--- src/rtl/approx_mul_pkg.sv ---
// Shared widths and types for the approximate-multiplier error accumulator.
// s2_t is sized from OP_W_DEF, so the operand width is changed here rather
// than by overriding OP_W on an instance.
package approx_mul_pkg;

    localparam int OP_W_DEF  = 8;
    localparam int CNT_W_DEF = 16;
    localparam int ACC_W_DEF = 48;
    localparam int PROD_W    = 2 * OP_W_DEF;

    typedef enum logic [1:0] {
        ST_IDLE  = 2'd0,
        ST_RUN   = 2'd1,
        ST_DRAIN = 2'd2,
        ST_DONE  = 2'd3
    } state_e;

    // Payload leaving S2: signed error, its magnitude, its square, nonzero flag.
    typedef struct packed {
        logic signed [PROD_W:0] err;
        logic [PROD_W-1:0]      abs_err;
        logic [2*PROD_W-1:0]    sq;
        logic                   nz;
    } s2_t;

endpackage

--- src/rtl/approx_mul_err_acc_if.sv ---
// Sample stream from the approximate multiplier into the error accumulator.
interface approx_mul_err_acc_if #(
    parameter int OP_W = approx_mul_pkg::OP_W_DEF
);
    logic              in_valid;
    logic              in_ready;
    logic [OP_W-1:0]   op_a;
    logic [OP_W-1:0]   op_b;
    logic [2*OP_W-1:0] approx_prod;

    modport master (output in_valid, op_a, op_b, approx_prod, input in_ready);
    modport slave  (input in_valid, op_a, op_b, approx_prod, output in_ready);
endinterface

--- src/rtl/approx_err_pipe.sv ---
// S1/S2 of the error pipeline: exact product and signed error in S1,
// magnitude, square and nonzero flag in S2. No flow control; every
// accepted sample moves one stage per clock.
module approx_err_pipe
    import approx_mul_pkg::*;
#(
    parameter int OP_W = OP_W_DEF
) (
    input  logic              clk,
    input  logic              rst_n,
    input  logic              in_fire,
    input  logic [OP_W-1:0]   op_a,
    input  logic [OP_W-1:0]   op_b,
    input  logic [2*OP_W-1:0] approx_prod,
    output logic              s2_valid,
    output s2_t               s2,
    output logic              busy
);

    localparam int PW = 2 * OP_W;

    logic [PW-1:0]      exact;
    logic signed [PW:0] err_c;
    logic               s1_valid;
    logic signed [PW:0] s1_err;
    s2_t                s2_next;

    assign exact = op_a * op_b;
    // One extra bit keeps approx - exact exact over the full +/-(2^PW - 1) range.
    assign err_c = {1'b0, approx_prod} - {1'b0, exact};
    assign busy  = s1_valid | s2_valid;

    // S2 payload derived from the registered S1 error.
    always_comb begin
        logic [PW-1:0] neg_err;
        // NOTE: every variable gets a default first so no path through the block infers a latch.
        s2_next         = '0;
        neg_err         = PW'(-s1_err);
        s2_next.err     = s1_err;
        s2_next.abs_err = s1_err[PW] ? neg_err : s1_err[PW-1:0];
        s2_next.sq      = s2_next.abs_err * s2_next.abs_err;
        s2_next.nz      = (s1_err != '0);
    end

    // Valid bits shift with the data and are cleared by reset.
    always_ff @(posedge clk or negedge rst_n) begin
        if (!rst_n) begin
            s1_valid <= 1'b0;
            s2_valid <= 1'b0;
        end else begin
            s1_valid <= in_fire;
            s2_valid <= s1_valid;
        end
    end

    // Payload registers load only together with their stage's valid bit.
    always_ff @(posedge clk) begin
        // NOTE: payload registers carry no reset; nothing reads them unless the matching valid bit is set.
        if (in_fire)  s1_err <= err_c;
        if (s1_valid) s2     <= s2_next;
    end

endmodule

--- src/rtl/approx_mul_err_acc.sv ---
// Streaming error-metric accumulator behind the 8x8 approximate multiplier.
// Runs a programmed number of samples through a 3-stage pipeline and
// accumulates signed, absolute and squared error, max |error| and the
// count of erroneous samples. Results are final while done is high.
module approx_mul_err_acc
    import approx_mul_pkg::*;
#(
    parameter int OP_W  = OP_W_DEF,
    parameter int CNT_W = CNT_W_DEF,
    parameter int ACC_W = ACC_W_DEF
) (
    input  logic                 clk,
    input  logic                 rst_n,
    input  logic                 start,
    input  logic [CNT_W-1:0]     num_samples,
    approx_mul_err_acc_if.slave  s_if,
    output logic [ACC_W-1:0]     sum_err,
    output logic [ACC_W-1:0]     sum_abs_err,
    output logic [ACC_W-1:0]     sum_sq_err,
    output logic [2*OP_W-1:0]    max_abs_err,
    output logic [CNT_W-1:0]     err_count,
    output logic                 done
);

    localparam int PW = 2 * OP_W;

    state_e           state;
    logic [CNT_W-1:0] remaining;
    logic             accept;
    logic             start_ok;
    logic             pipe_busy;
    logic             s2_valid;
    logic             s3_valid;
    s2_t              s2;
    s2_t              s3;

    assign s_if.in_ready = (state == ST_RUN);
    assign done          = (state == ST_DONE);
    assign accept        = s_if.in_valid & s_if.in_ready;
    assign start_ok      = start & ((state == ST_IDLE) | (state == ST_DONE));

    approx_err_pipe #(
        .OP_W (OP_W)
    ) u_pipe (
        .clk         (clk),
        .rst_n       (rst_n),
        .in_fire     (accept),
        .op_a        (s_if.op_a),
        .op_b        (s_if.op_b),
        .approx_prod (s_if.approx_prod),
        .s2_valid    (s2_valid),
        .s2          (s2),
        .busy        (pipe_busy)
    );

    // Run control: start, sample countdown, drain of in-flight samples.
    always_ff @(posedge clk or negedge rst_n) begin
        // NOTE: non-blocking assignments so every register samples pre-edge values regardless of statement order.
        if (!rst_n) begin
            state     <= ST_IDLE;
            remaining <= '0;
        end else begin
            case (state)
                ST_IDLE, ST_DONE: begin
                    if (start) begin
                        remaining <= num_samples;
                        state     <= (num_samples == '0) ? ST_DONE : ST_RUN;
                    end
                end
                ST_RUN: begin
                    if (accept) begin
                        remaining <= remaining - CNT_W'(1);
                        if (remaining == CNT_W'(1)) state <= ST_DRAIN;
                    end
                end
                ST_DRAIN: begin
                    if (!(pipe_busy | s3_valid)) state <= ST_DONE;
                end
                default: state <= ST_IDLE;
            endcase
        end
    end

    // S3 valid bit; reset drops any sample still in flight.
    always_ff @(posedge clk or negedge rst_n) begin
        if (!rst_n) s3_valid <= 1'b0;
        else        s3_valid <= s2_valid;
    end

    // S3 payload register feeding the accumulators.
    always_ff @(posedge clk) begin
        if (s2_valid) s3 <= s2;
    end

    // Accumulators: cleared on reset and on an accepted start, updated from S3.
    always_ff @(posedge clk or negedge rst_n) begin
        if (!rst_n) begin
            sum_err     <= '0;
            sum_abs_err <= '0;
            sum_sq_err  <= '0;
            max_abs_err <= '0;
            err_count   <= '0;
        end else if (start_ok) begin
            sum_err     <= '0;
            sum_abs_err <= '0;
            sum_sq_err  <= '0;
            max_abs_err <= '0;
            err_count   <= '0;
        end else if (s3_valid) begin
            sum_err     <= sum_err + {{(ACC_W-PW-1){s3.err[PW]}}, s3.err};
            sum_abs_err <= sum_abs_err + {{(ACC_W-PW){1'b0}}, s3.abs_err};
            sum_sq_err  <= sum_sq_err + {{(ACC_W-2*PW){1'b0}}, s3.sq};
            if (s3.abs_err > max_abs_err) max_abs_err <= s3.abs_err;
            err_count   <= err_count + {{(CNT_W-1){1'b0}}, s3.nz};
        end
    end

endmodule

--- src/flat_wrapper.sv ---
// flat-port wrapper written by rule: the top's interface ports become plain ports
module approx_mul_err_acc_flat import approx_mul_pkg::*;
#(
    parameter int OP_W  = OP_W_DEF,
    parameter int CNT_W = CNT_W_DEF,
    parameter int ACC_W = ACC_W_DEF
)
  (clk, rst_n, start, num_samples, sum_err, sum_abs_err, sum_sq_err, max_abs_err, err_count, done, s_if_in_valid, s_if_op_a, s_if_op_b, s_if_approx_prod, s_if_in_ready);
  approx_mul_err_acc_if #(.OP_W(OP_W)) s_if_i ();
  input  logic clk;
  input  logic rst_n;
  input  logic start;
  input  logic [CNT_W-1:0] num_samples;
  output logic [ACC_W-1:0] sum_err;
  output logic [ACC_W-1:0] sum_abs_err;
  output logic [ACC_W-1:0] sum_sq_err;
  output logic [2*OP_W-1:0] max_abs_err;
  output logic [CNT_W-1:0] err_count;
  output logic done;
  input wire logic [$bits(s_if_i.in_valid)-1:0] s_if_in_valid;
  input wire logic [$bits(s_if_i.op_a)-1:0] s_if_op_a;
  input wire logic [$bits(s_if_i.op_b)-1:0] s_if_op_b;
  input wire logic [$bits(s_if_i.approx_prod)-1:0] s_if_approx_prod;
  output wire logic [$bits(s_if_i.in_ready)-1:0] s_if_in_ready;
  assign s_if_i.in_valid = s_if_in_valid;
  assign s_if_i.op_a = s_if_op_a;
  assign s_if_i.op_b = s_if_op_b;
  assign s_if_i.approx_prod = s_if_approx_prod;
  assign s_if_in_ready = s_if_i.in_ready;
  approx_mul_err_acc #(.OP_W(OP_W), .CNT_W(CNT_W), .ACC_W(ACC_W)) u_core (.clk(clk), .rst_n(rst_n), .start(start), .num_samples(num_samples), .s_if(s_if_i), .sum_err(sum_err), .sum_abs_err(sum_abs_err), .sum_sq_err(sum_sq_err), .max_abs_err(max_abs_err), .err_count(err_count), .done(done));
endmodule
--- config.mk ---
export PLATFORM = sky130hd
export DESIGN_NAME = approx_mul_err_acc_flat
export DESIGN_NICKNAME = d
export VERILOG_FILES = /design/src/rtl/approx_mul_pkg.sv /design/src/rtl/approx_mul_err_acc_if.sv /design/src/rtl/approx_err_pipe.sv /design/src/rtl/approx_mul_err_acc.sv /design/src/flat_wrapper.sv
export SDC_FILE = /design/constraint.sdc
export NUM_CORES = 1
export LEC_CHECK = 0
export CAP_MARGIN = 20
export CORE_UTILIZATION = 45
export DETAILED_ROUTE_END_ITERATION = 10
export GPL_TIMING_DRIVEN = 1
export PLACE_DENSITY = 0.63
export SLEW_MARGIN = 20
export SYNTH_ARGS = -nofsm -noshare
export SYNTH_HDL_FRONTEND = slang
export SYNTH_SLANG_ARGS = --single-unit
--- constraint.sdc ---
create_clock -name clk -period 11.7 [get_ports clk]
set_input_delay 3.51 -clock clk [delete_from_list [all_inputs] [get_ports clk]]
set_output_delay 3.51 -clock clk [all_outputs]
set_load 0.01 [all_outputs]
==> summary.txt <==
Clocking
  • CTS tree: done
  • Postcts setup bufs: 0
  • Root Buffer: clkbuf_16
  • Clock Pin Slew Worst Setup and Hold Paths: 0.06 ns
  • H-tree depth: 2
  • Post-CTS sizing: 0
  • Clock Sinks: 340
  • Clock Path Buffers: 3
  • Clk_lat worst skew: 0.56 ns
  • Post-CTS Hold Buffers: 0
  • Total CTS buffers: 40

Logic synthesis
  • Synthesized area: 28400 sq um
  • Top cells by area, synth: dfrtp_1 17%, edfxtp_1 15%, fa_1 15%
  • Post-synth top area share: 17.3%
  • Top FF cell, synth: dfrtp_1
  • Unique masters post-synth: 84
  • Cell taking the most area after synthesis: dfrtp_1
  • Post-synthesis sequential area ratio: 32.4%
  • Synth warn: 0
  • Post-synthesis cell count: 2912
  • Mapped Avg Cell Area: 9.77 sq um
  • Syn_nets: 3434
  • EDFF count, synth: 143
  • Yosys reg bits: 340
  • Post-synthesis async set-or-reset flop share: 57.9%

Global routing
  • Antenna violations before repair: 0
  • First-pass GRT wire length: 114 mm
  • Vias in the first global route: 21.5k
  • GRT Util Overall: 22.4%
  • Remaining global-route overflow: 0
  • Pin count of the biggest net entering global routing: 99

Critical path
  • Crit-path max cell delay: 0.61 ns
  • Cell mode on critical path: fa_1
  • CP top delay family: adder cells
  • Levels on crit path: 26
  • Crit Path Category: reg -> reg
  • Crit path required time: 11.98 ns
  • CP endpoint kind: register
  • CP startpoint kind: register
  • CP bufs+invs: 4
  • Crit path arrival time: 9.11 ns
  • R2r worst-path depth: 26
  • Slowest CP cell: or4_1
  • CP max FO: 10

Job
  • Max-cap violations: 0

Final layout
  • Fin cells: 3986
  • Layout Utilization: 53.1%
  • N_diodes: 0
  • Fin nets: 3642
  • Share of cells above drive strength 1: 4.16%
  • Area Growth Syn to Fin: 15.8%

Place
  • Final GP Congestion: 0.919
  • Pre-CTS setup slack: 2.96 ns
  • Port Buffers: 229
  • Final HPWL DP: 55.4 mm
  • Post-Place Cells: 3914

Timing
  • Fmax: 113 MHz
  • Slew headroom: 24.5%
  • Hold Vio Cnt, Final: 0
  • Minimum clock period: 8.82 ns
  • Final Max Tran Viols: 0
  • Setup_tns: 0 ns
  • RSZ-0062 raised after global routing: false
  • Worst Skew: 0.0178 ns
  • Final period util: 75.4%
  • Final setup viols: 0
  • Worst-Margin Slew: 1.13 ns
  • Final worst slack: 2.88 ns

Routing
  • Post-DRT Antenna Nets: 0
  • Routed WL: 70.7 mm
  • Vias per cell: 5.43
  • Drt first pass iters: 6
  • DR vias: 21.6k
  • DR iter-0 viols: 1349
  • DRC: 0
  • WL/cell: 17.7 um

Min path
  • Hold/Removal Path Class: reg -> reg
  • Cell depth of the worst hold path: 0

Die
  • Die Ht: 253 um
  • # IOs: 230
  • Total die area: 64200 sq um
  • Placeable Area: 62100 sq um
  • Starting Density: 45.8%
  • Cell Rows: 91
  • Die width: 253 um

Run status
  • Status: complete, no violations
[cell usage after synthesis (6+ instances only)]
cell      count
nand3_1      57
or3_1        18
o21bai_1      6
clkbuf_1     66
nand2_1     220
fa_1        213
and3_1       32
nor3_1       54
a31o_2        8
a31oi_1      13
nand4_1      28
or4_1         8
dfrtp_1     197
nor2_1      267
buf_2         7
ha_1        257
o22ai_1      24
o41ai_1      10
and2_1       71
buf_1        10
or2_2         6
xor2_1       51
a21oi_1     153
and4_1        6
nor4_1       18
nor2b_1      18
nand2b_1     30
o31ai_1      12
nor3b_1       6
inv_1       352
xnor2_1      98
a21boi_0      7
o21a_1       31
edfxtp_1    143
o21ai_0     110
mux2i_1      85
a21o_1      101
a211oi_1     22
clkinv_1      8
[worst paths after layout]
kind,to,slack [ns],startpoint
worst max-delay path,u_core.u_pipe.s2[31],2.88,u_core.u_pipe.s1_err[3]
worst min-delay path,u_core.s3[31],0.41,u_core.u_pipe.s2[31]
worst max register to register,u_core.u_pipe.s2[31],2.88,u_core.u_pipe.s1_err[3]
worst min register to register,u_core.s3[31],0.41,u_core.u_pipe.s2[31]
max in group asynchronous,u_core.u_pipe.s2_valid,7.38,rst_n
min in group asynchronous,u_core.remaining[13],3.01,rst_n
[per-stage QoR]
stage               area (sq um)  hold WS [ns]
floorplan                  28400         0.400
global placement           31700         0.401
detailed placement         31700         0.405
CTS                        32900         0.412
global route               33000         0.420
finish                     33000         0.413
[cells by family after synthesis]
group	after synthesis	share of synthesized area (%)
adders and majority gates	470	26.3
DFF	340	32.4
AOI/OAI and AO/OA	568	13.4
and+or+nand+nor	852	14.2
xor gates and xnor gates	151	4.70
muxes	86	3.03
buffers and inverters	445	5.92
[worst register-to-register path: stages, from the launching register on]
cell	delay, ns
edfxtp_1	0.46
or4_1	0.61
nor4_2	0.21
nand3b_1	0.18
o31a_1	0.28
xnor2_1	0.55
clkinv_1	0.50
nand2_1	0.26
fa_1	0.48
fa_1	0.55
inv_1	0.05
fa_1	0.49
fa_1	0.46
fa_1	0.51
inv_1	0.05
fa_1	0.47
inv_1	0.04
ha_1	0.35
a21o_1	0.23
a21o_1	0.17
a21o_1	0.16
a21oi_1	0.16
a21oi_1	0.11
a211oi_1	0.61
nor3_1	0.16
nor4b_1	0.38
a311oi_1	0.11
[state kept, by name (all words and copies together), names as in the netlist]
register	cells
u_core.u_pipe.s2_valid	1
u_core.sum_abs_err	48
u_core.u_pipe.s1_valid	1
u_core.max_abs_err	16
u_core.sum_sq_err	48
u_core.s3	63
u_core.u_pipe.s1_err	17
u_core.s3_valid	1
u_core.sum_err	48
u_core.state	2
u_core.u_pipe.s2	63
u_core.err_count	16
u_core.remaining	16
[cell type report]
cell class	count	area (sq um)
Clock inverter	20	210
Sequential cell	340	9230
Clock buffer	51	1080
Fill cell	5537	29100
Tap cell	837	1050
Multi-Input combinational cell	2127	17600
Inverter	361	1360
Timing Repair Buffer	250	2460
[routing by layer]
metal	GRT usage (%)	wire length [um]	vias up
met1	30.7	32400	10601
met2	36.4	32800	512
met3	2.92	3330	102
met4	7.62	2240	0
li1	-	-	10410
met5	0	0	-
[cell usage in the layout, fill, tap and decap left out, types with 7 or more instances in the layout]
cell / instances
o22ai_1: 24
clkinv_1: 13
nand4_1: 28
clkdlybuf4s50_1: 228
fa_1: 213
nand3_1: 57
clkbuf_1: 8
dfrtp_1: 194
xor2_1: 51
a21oi_1: 153
a211oi_1: 22
nand2_1: 219
inv_1: 352
nor2_1: 267
a31o_2: 8
ha_1: 257
or3_1: 18
nor3_1: 53
nor4_1: 18
o21a_1: 31
buf_4: 20
edfxtp_1: 143
clkbuf_16: 41
o41ai_1: 10
o31ai_1: 11
a21o_1: 101
o21ai_0: 110
and2_1: 70
or4_1: 8
xnor2_1: 97
and3_1: 32
a21boi_0: 7
nor2b_1: 18
mux2i_1: 85
nand2b_1: 30
a31oi_1: 13
Power is not shown: default switching activity piles up to over one toggle a cycle in this logic, so the estimate is an artifact.
==> RTL change 1 (same flow settings) <==
`OP_W_DEF`: 8 -> 6.
--- a/src/rtl/approx_mul_pkg.sv
+++ b/src/rtl/approx_mul_pkg.sv
@@ -3,7 +3,7 @@
 // than by overriding OP_W on an instance.
 package approx_mul_pkg;
 
-    localparam int OP_W_DEF  = 8;
+    localparam int OP_W_DEF  = 6;
     localparam int CNT_W_DEF = 16;
     localparam int ACC_W_DEF = 48;
     localparam int PROD_W    = 2 * OP_W_DEF;
Ports: changed (resized max_abs_err, s_if_approx_prod, s_if_op_a and s_if_op_b); port bits go from 230 to 218. The function was not compared with the original's and may differ.
==> RTL change 1 against the original RTL <==
  * Wire length down 24%
  * Sequential cell count down 40
  * Count of clock-buffer cells in the layout down 6
  * Global-route usage down 0.68 points
  * Die area down 22%
  * Area after synthesis down 22%
  * Critical path depth up 1
  * Worst setup slack better by 920 ps
  * Design area down 21%
  * Sequential share of layout area up 2.8 points
Power is not shown: default switching activity piles up to over one toggle a cycle in this logic, so the estimate is an artifact.
==> RTL change 1: results (changes against the original RTL) <==
| Metric | Value |
|---|---|
| Outcome | finished, final reports clean |
| Number of buffer cells added on primary ports | 217 (-5.2%) |
| Type of destination of the critical path | register |
| Nets in the synthesized netlist | 2,648 (-23%) |
| Number of pins exceeding their max-slew limit in the final report | 0 (unchanged) |
| Launching element of the worst setup path | u_core.u_pipe.s1_err[0]$_DFFE_PP_ |
| Number of CTS-inserted buffers | 36 (-10%) |
| Worst min-delay path category | reg -> reg |
| Sequential-to-total area share from yosys stat | 36.3% (+3.9 points) |
| Reg2Reg Setup Slack | 3800 ps (+920 ps) |
| DR iter-0 viols | 1,124 (-17%) |
| Hold-critical path depth | 0 (unchanged) |
| Placer Congestion | 0.858 (-6.6%) |
| Maximum fanout along the worst path | 10 (unchanged) |
| Share of synthesized flip-flops with an asynchronous set or reset | 64.3% (+6.4 points) |
| Highest cell delay on the worst timing path | 790 ps (+180 ps) |
| EDFF count, synth | 107 (-25%) |
| Dominant synthesized flop cell | sky130_fd_sc_hd__dfrtp_1 |
| Combined global-route utilization of all metal layers | 21.7% (-0.68 points) |
| Final nets | 2,846 (-22%) |
| Initial antenna violation count | 0 (unchanged) |
| Max stage delay cell, worst path | sky130_fd_sc_hd__xor2_1 |
| CTS HTree Levels | 2 (unchanged) |
| Via count of the first global-routing pass | 17.1k (-21%) |
| Clock skew after layout | 16.9 ps (-0.917 ps) |
| Setup bufs post-CTS | 0 (unchanged) |
| Fraction of layout cells with a size suffix above 1 | 4.82% (+0.66 points) |
| Max-slew headroom at the worst pin | 27.2% (+2.7 points) |
| Largest regs | u_core.sum_abs_err: 48 flops, u_core.sum_err: 48 flops, u_core.sum_sq_err: 48 flops |
| Top cells by area, synth | sky130_fd_sc_hd__dfrtp_1, sky130_fd_sc_hd__edfxtp_1, sky130_fd_sc_hd__ha_1 |
| Quantity of hold-fixing buffers added after cts | 0 (unchanged) |
| Most frequent cells after synthesis | sky130_fd_sc_hd__nor2_1, sky130_fd_sc_hd__inv_1, sky130_fd_sc_hd__nand2_1 |
| Insertion delay of the later-clocked pin in the worst-skew pair | 530 ps (-30 ps) |
| Detailed-route vias per instance | 5.41 (-0.23%) |
| Detailed-placement wirelength estimate | 41,000 um (-26%) |
| CP arrival | 8190 ps (-920 ps) |
| Worst hold path endpoint | u_core.s3[44]$_DFFE_PP_ |
| Hold Path Origin | u_core.u_pipe.s2[44]$_DFFE_PP_ |
| First-pass GRT wire length | 88,000 um (-23%) |
| Worst reg-to-reg path cell count | 27 (+3.8%) |
| Reg2Reg Capture Point | u_core.u_pipe.s2[22]$_DFFE_PP_ |
| YS warnings | 0 (unchanged) |
| Count of distinct cell types in the synthesized netlist | 87 (+3.6%) |
| Clock transition at the register clock pins on the worst setup and hold paths after CTS | 60 ps (about the same) |
| Fillers | 4,313 (-22%) |
| Pin count of the biggest net entering global routing | 85 (-14%) |
| PostCTS Resize Cnt | 0 (unchanged) |
| TritonRoute pass-1 iters | 5 (-1) |
| Routed wirelength normalized by instance count | 16.9 um (-4.6%) |
## RTL change 1: layout make-up
cell class | count | area, sq um | share of cell area (%)
Clock buffer | 45 | 987 | 3.78
Clock inverter | 19 | 208 | 0.794
Inverter | 244 | 916 | 3.50
Multi-Input combinational cell | 1692 | 12900 | 49.3
Sequential cell | 300 | 8050 | 30.8
Tap cell | 656 | 821 | 3.14
Timing Repair Buffer | 231 | 2280 | 8.72
## RTL change 1: critical path, delay by kind of cell, from the launching register on
family	cells	cell delay (ps)
adders and majority gates	7	3020
and+or+nand+nor	7	1280
AOI/OAI and AO/OA	6	1240
xor gates and xnor gates	2	860
buffers and inverters	5	750
DFF	1	520
## RTL change 1: per-stage QoR
| stage | worst slack, ps | area (sq um) | instances | hold slack, ps |
|---|---|---|---|---|
| 3_5_place_dp | 3790 | 25000 | 3123 | 405 |
| 2_1_floorplan | 4660 | 22200 | 2307 | 400 |
| 4_1_cts | 3820 | 26100 | 3187 | 414 |
| 6_report | 3800 | 26100 | 3187 | 413 |
| 5_1_grt | 3210 | 26100 | 3187 | 422 |
| 3_3_place_gp | 3860 | 24900 | 3123 | 403 |
## RTL change 1: cells by family (layout without fill, tap and decap cells)
logic type                 Yosys count  after routing  share of synthesized area [%]
AOI/OAI and AO/OA                  445            445                           13.3
xor gates and xnor gates           165            165                           6.52
adders and majority gates          297            297                           20.4
buffers and inverters              315            539                           5.63
DFF                                300            300                           36.3
muxes                               61             61                           2.76
and+or+nand+nor                    724            724                           15.0
## RTL change 1: layer usage
layer / part of all wire (%) / routed length [um] / vias up / global-route usage, %
met5: 0 / 0 / - / 0
met4: 2.8 / 1520 / 0 / 6.67
met3: 4.5 / 2410 / 100 / 2.78
met2: 48 / 25600 / 397 / 36.4
met1: 45 / 24400 / 8421 / 29.2
li1: - / - / 8332 / -
==> RTL change 2 (same settings) <==
Made on the original files. Re-encode `state_e` (4 states) as Gray code, 2 bits wide.
--- a/src/rtl/approx_mul_pkg.sv
+++ b/src/rtl/approx_mul_pkg.sv
@@ -9,10 +9,10 @@
     localparam int PROD_W    = 2 * OP_W_DEF;
 
     typedef enum logic [1:0] {
-        ST_IDLE  = 2'd0,
-        ST_RUN   = 2'd1,
-        ST_DRAIN = 2'd2,
-        ST_DONE  = 2'd3
+        ST_IDLE  = 2'b00,
+        ST_RUN   = 2'b01,
+        ST_DRAIN = 2'b11,
+        ST_DONE  = 2'b10
     } state_e;
 
     // Payload leaving S2: signed error, its magnitude, its square, nonzero flag.
Check against the original RTL: same outputs for any inputs over 4 cycles, from zero or initial values and one cycle with rst_n low; so few cycles prove little.
==> RTL change 2 against the original RTL <==
  * Sequential cell count unchanged
  * Non-clock buffer count decreased by 4
  * First-iteration DRC count is 17% lower
  * Global-route usage up 0.39 points
  * Design area is 0.86% lower
  * Wire length up 0.12%
  * Worst setup slack got worse by 540 ps
  * Area after synthesis shrank 1.3%
  * Fmax decreased by 5.8%
  * Largest cell class unchanged
Power is not shown: default switching activity piles up to over one toggle a cycle in this logic, so the estimate is an artifact.
==> RTL change 2: results (changes against the original RTL) <==
| Metric | Value |
|---|---|
| Highest cell delay on the worst timing path | 670 ps (+60 ps) |
| Placer Congestion | 0.913 (-0.57%) |
| Global routing met1 resource utilization | 29.2% (-1.5 points) |
| Reg2Reg Setup Slack | 2330 ps (-540 ps) |
| Pin count of the biggest net entering global routing | 70 (-29%) |
| Number of buffer cells added on primary ports | 229 (unchanged) |
| Met3 Use GR | 3.23% (+0.31 points) |
| Clock skew after layout | 19.2 ps (+1.41 ps) |
| First-pass GRT wire length | 115,000 um (+0.95%) |
| Fraction of layout cells with a size suffix above 1 | 3.95% (-0.21 points) |
| Length of routed met3 wiring | 3250 um (-2.3%) |
| Final nets | 3,598 (-1.2%) |
| Worst reg-to-reg path cell count | 28 (+7.7%) |
| Tightest Pin Transition | 1090 ps (-34.4 ps) |
| Count of distinct cell types in the synthesized netlist | 84 (unchanged) |
| Sequential-to-total area share from yosys stat | 32.9% (+0.43 points) |
| Post-Route WL | 70,800 um (+0.12%) |
| Detailed-placement wirelength estimate | 55,200 um (-0.38%) |
| Max stage delay cell, worst path | sky130_fd_sc_hd__o21ai_0 |
| Reg2Reg Capture Point | u_core.u_pipe.s2[29]$_DFFE_PP_ |
| Maximum count of clock buffers along a single path | 3 (unchanged) |
| Outcome | finished, final reports clean |
| Largest delay share family, worst path | adder cells |
| Most frequent cells after synthesis | sky130_fd_sc_hd__inv_1, sky130_fd_sc_hd__nor2_1, sky130_fd_sc_hd__ha_1 |
| Maximum fanout along the worst path | 18 (+8) |
| Combined global-route utilization of all metal layers | 22.8% (+0.39 points) |
| Met1 Routed Length | 31,100 um (-4.1%) |
| Met2 global-route usage | 39.3% (+2.9 points) |
| Met2 Routed Length | 34,200 um (+4.3%) |
| Nets in the synthesized netlist | 3,385 (-1.4%) |
| Hold Path Origin | u_core.u_pipe.s2[9]$_DFFE_PP_ |
| DR iter-0 viols | 1,115 (-17%) |
| Launching point of the worst reg2reg path | u_core.u_pipe.s1_err[0]$_DFFE_PP_ |
| Via count of the first global-routing pass | 22.3k (+3.6%) |
| Number of CTS-inserted buffers | 41 (+2.5%) |
| Initial antenna violation count | 1 (+1) |
| Top cells by area, synth | sky130_fd_sc_hd__dfrtp_1, sky130_fd_sc_hd__edfxtp_1, sky130_fd_sc_hd__fa_1 |
| Detailed-route vias per instance | 5.42 (about the same) |
-- RTL change 2: cell count changes after synthesis, sizes merged, moves of 14 or more --
cell	change
a21o	-17
nand2	-32
nor2	+44
nor3	-19
o21bai	+20
o22ai	-21
xnor2	+14
xor2	+19
-- RTL change 2: logic make-up after synthesis --
group | share of synthesized area [%]
adders and majority gates | 26.5
DFF | 32.9
and+or+nand+nor | 13.5
buffers and inverters | 5.99
muxes | 2.57
AOI/OAI and AO/OA | 12.8
xor gates and xnor gates | 5.83
-- RTL change 2: metrics by stage --
stage                     hold slack (ps)  area (sq um)  std cells  utilization (%)  setup WS (ps)
after global placement                403         31300       3873             50.7           2710
after CTS                             411         32700       3949             52.9           2420
after floorplan                       400         28100       2867                -           3570
after detailed placement              405         31300       3873             50.7           2430
after global routing                  421         32700       3950             52.9           1810
final                                 413         32700       3950             52.9           2330
-- RTL change 2: worst min path at each step --
stage	endpoint	slack, ps
final	u_core.s3[9]$_DFFE_PP_	410
after global routing	u_core.s3[19]$_DFFE_PP_	420
after CTS	u_core.s3[9]$_DFFE_PP_	410
after detailed placement	u_core.s3[19]$_DFFE_PP_	400
after global placement	u_core.s3[9]$_DFFE_PP_	400
after floorplan	u_core.s3[0]$_DFFE_PP_	400
-- RTL change 2: final cells by class --
type | instances | area (sq um)
inverter | 364 | 1370
sequential | 340 | 9230
fill | 5556 | 29000
timing repair buffer | 246 | 2430
clock buffer | 54 | 1170
tap | 837 | 1050
clock inverter | 22 | 228
multi-input combinational | 2087 | 17200
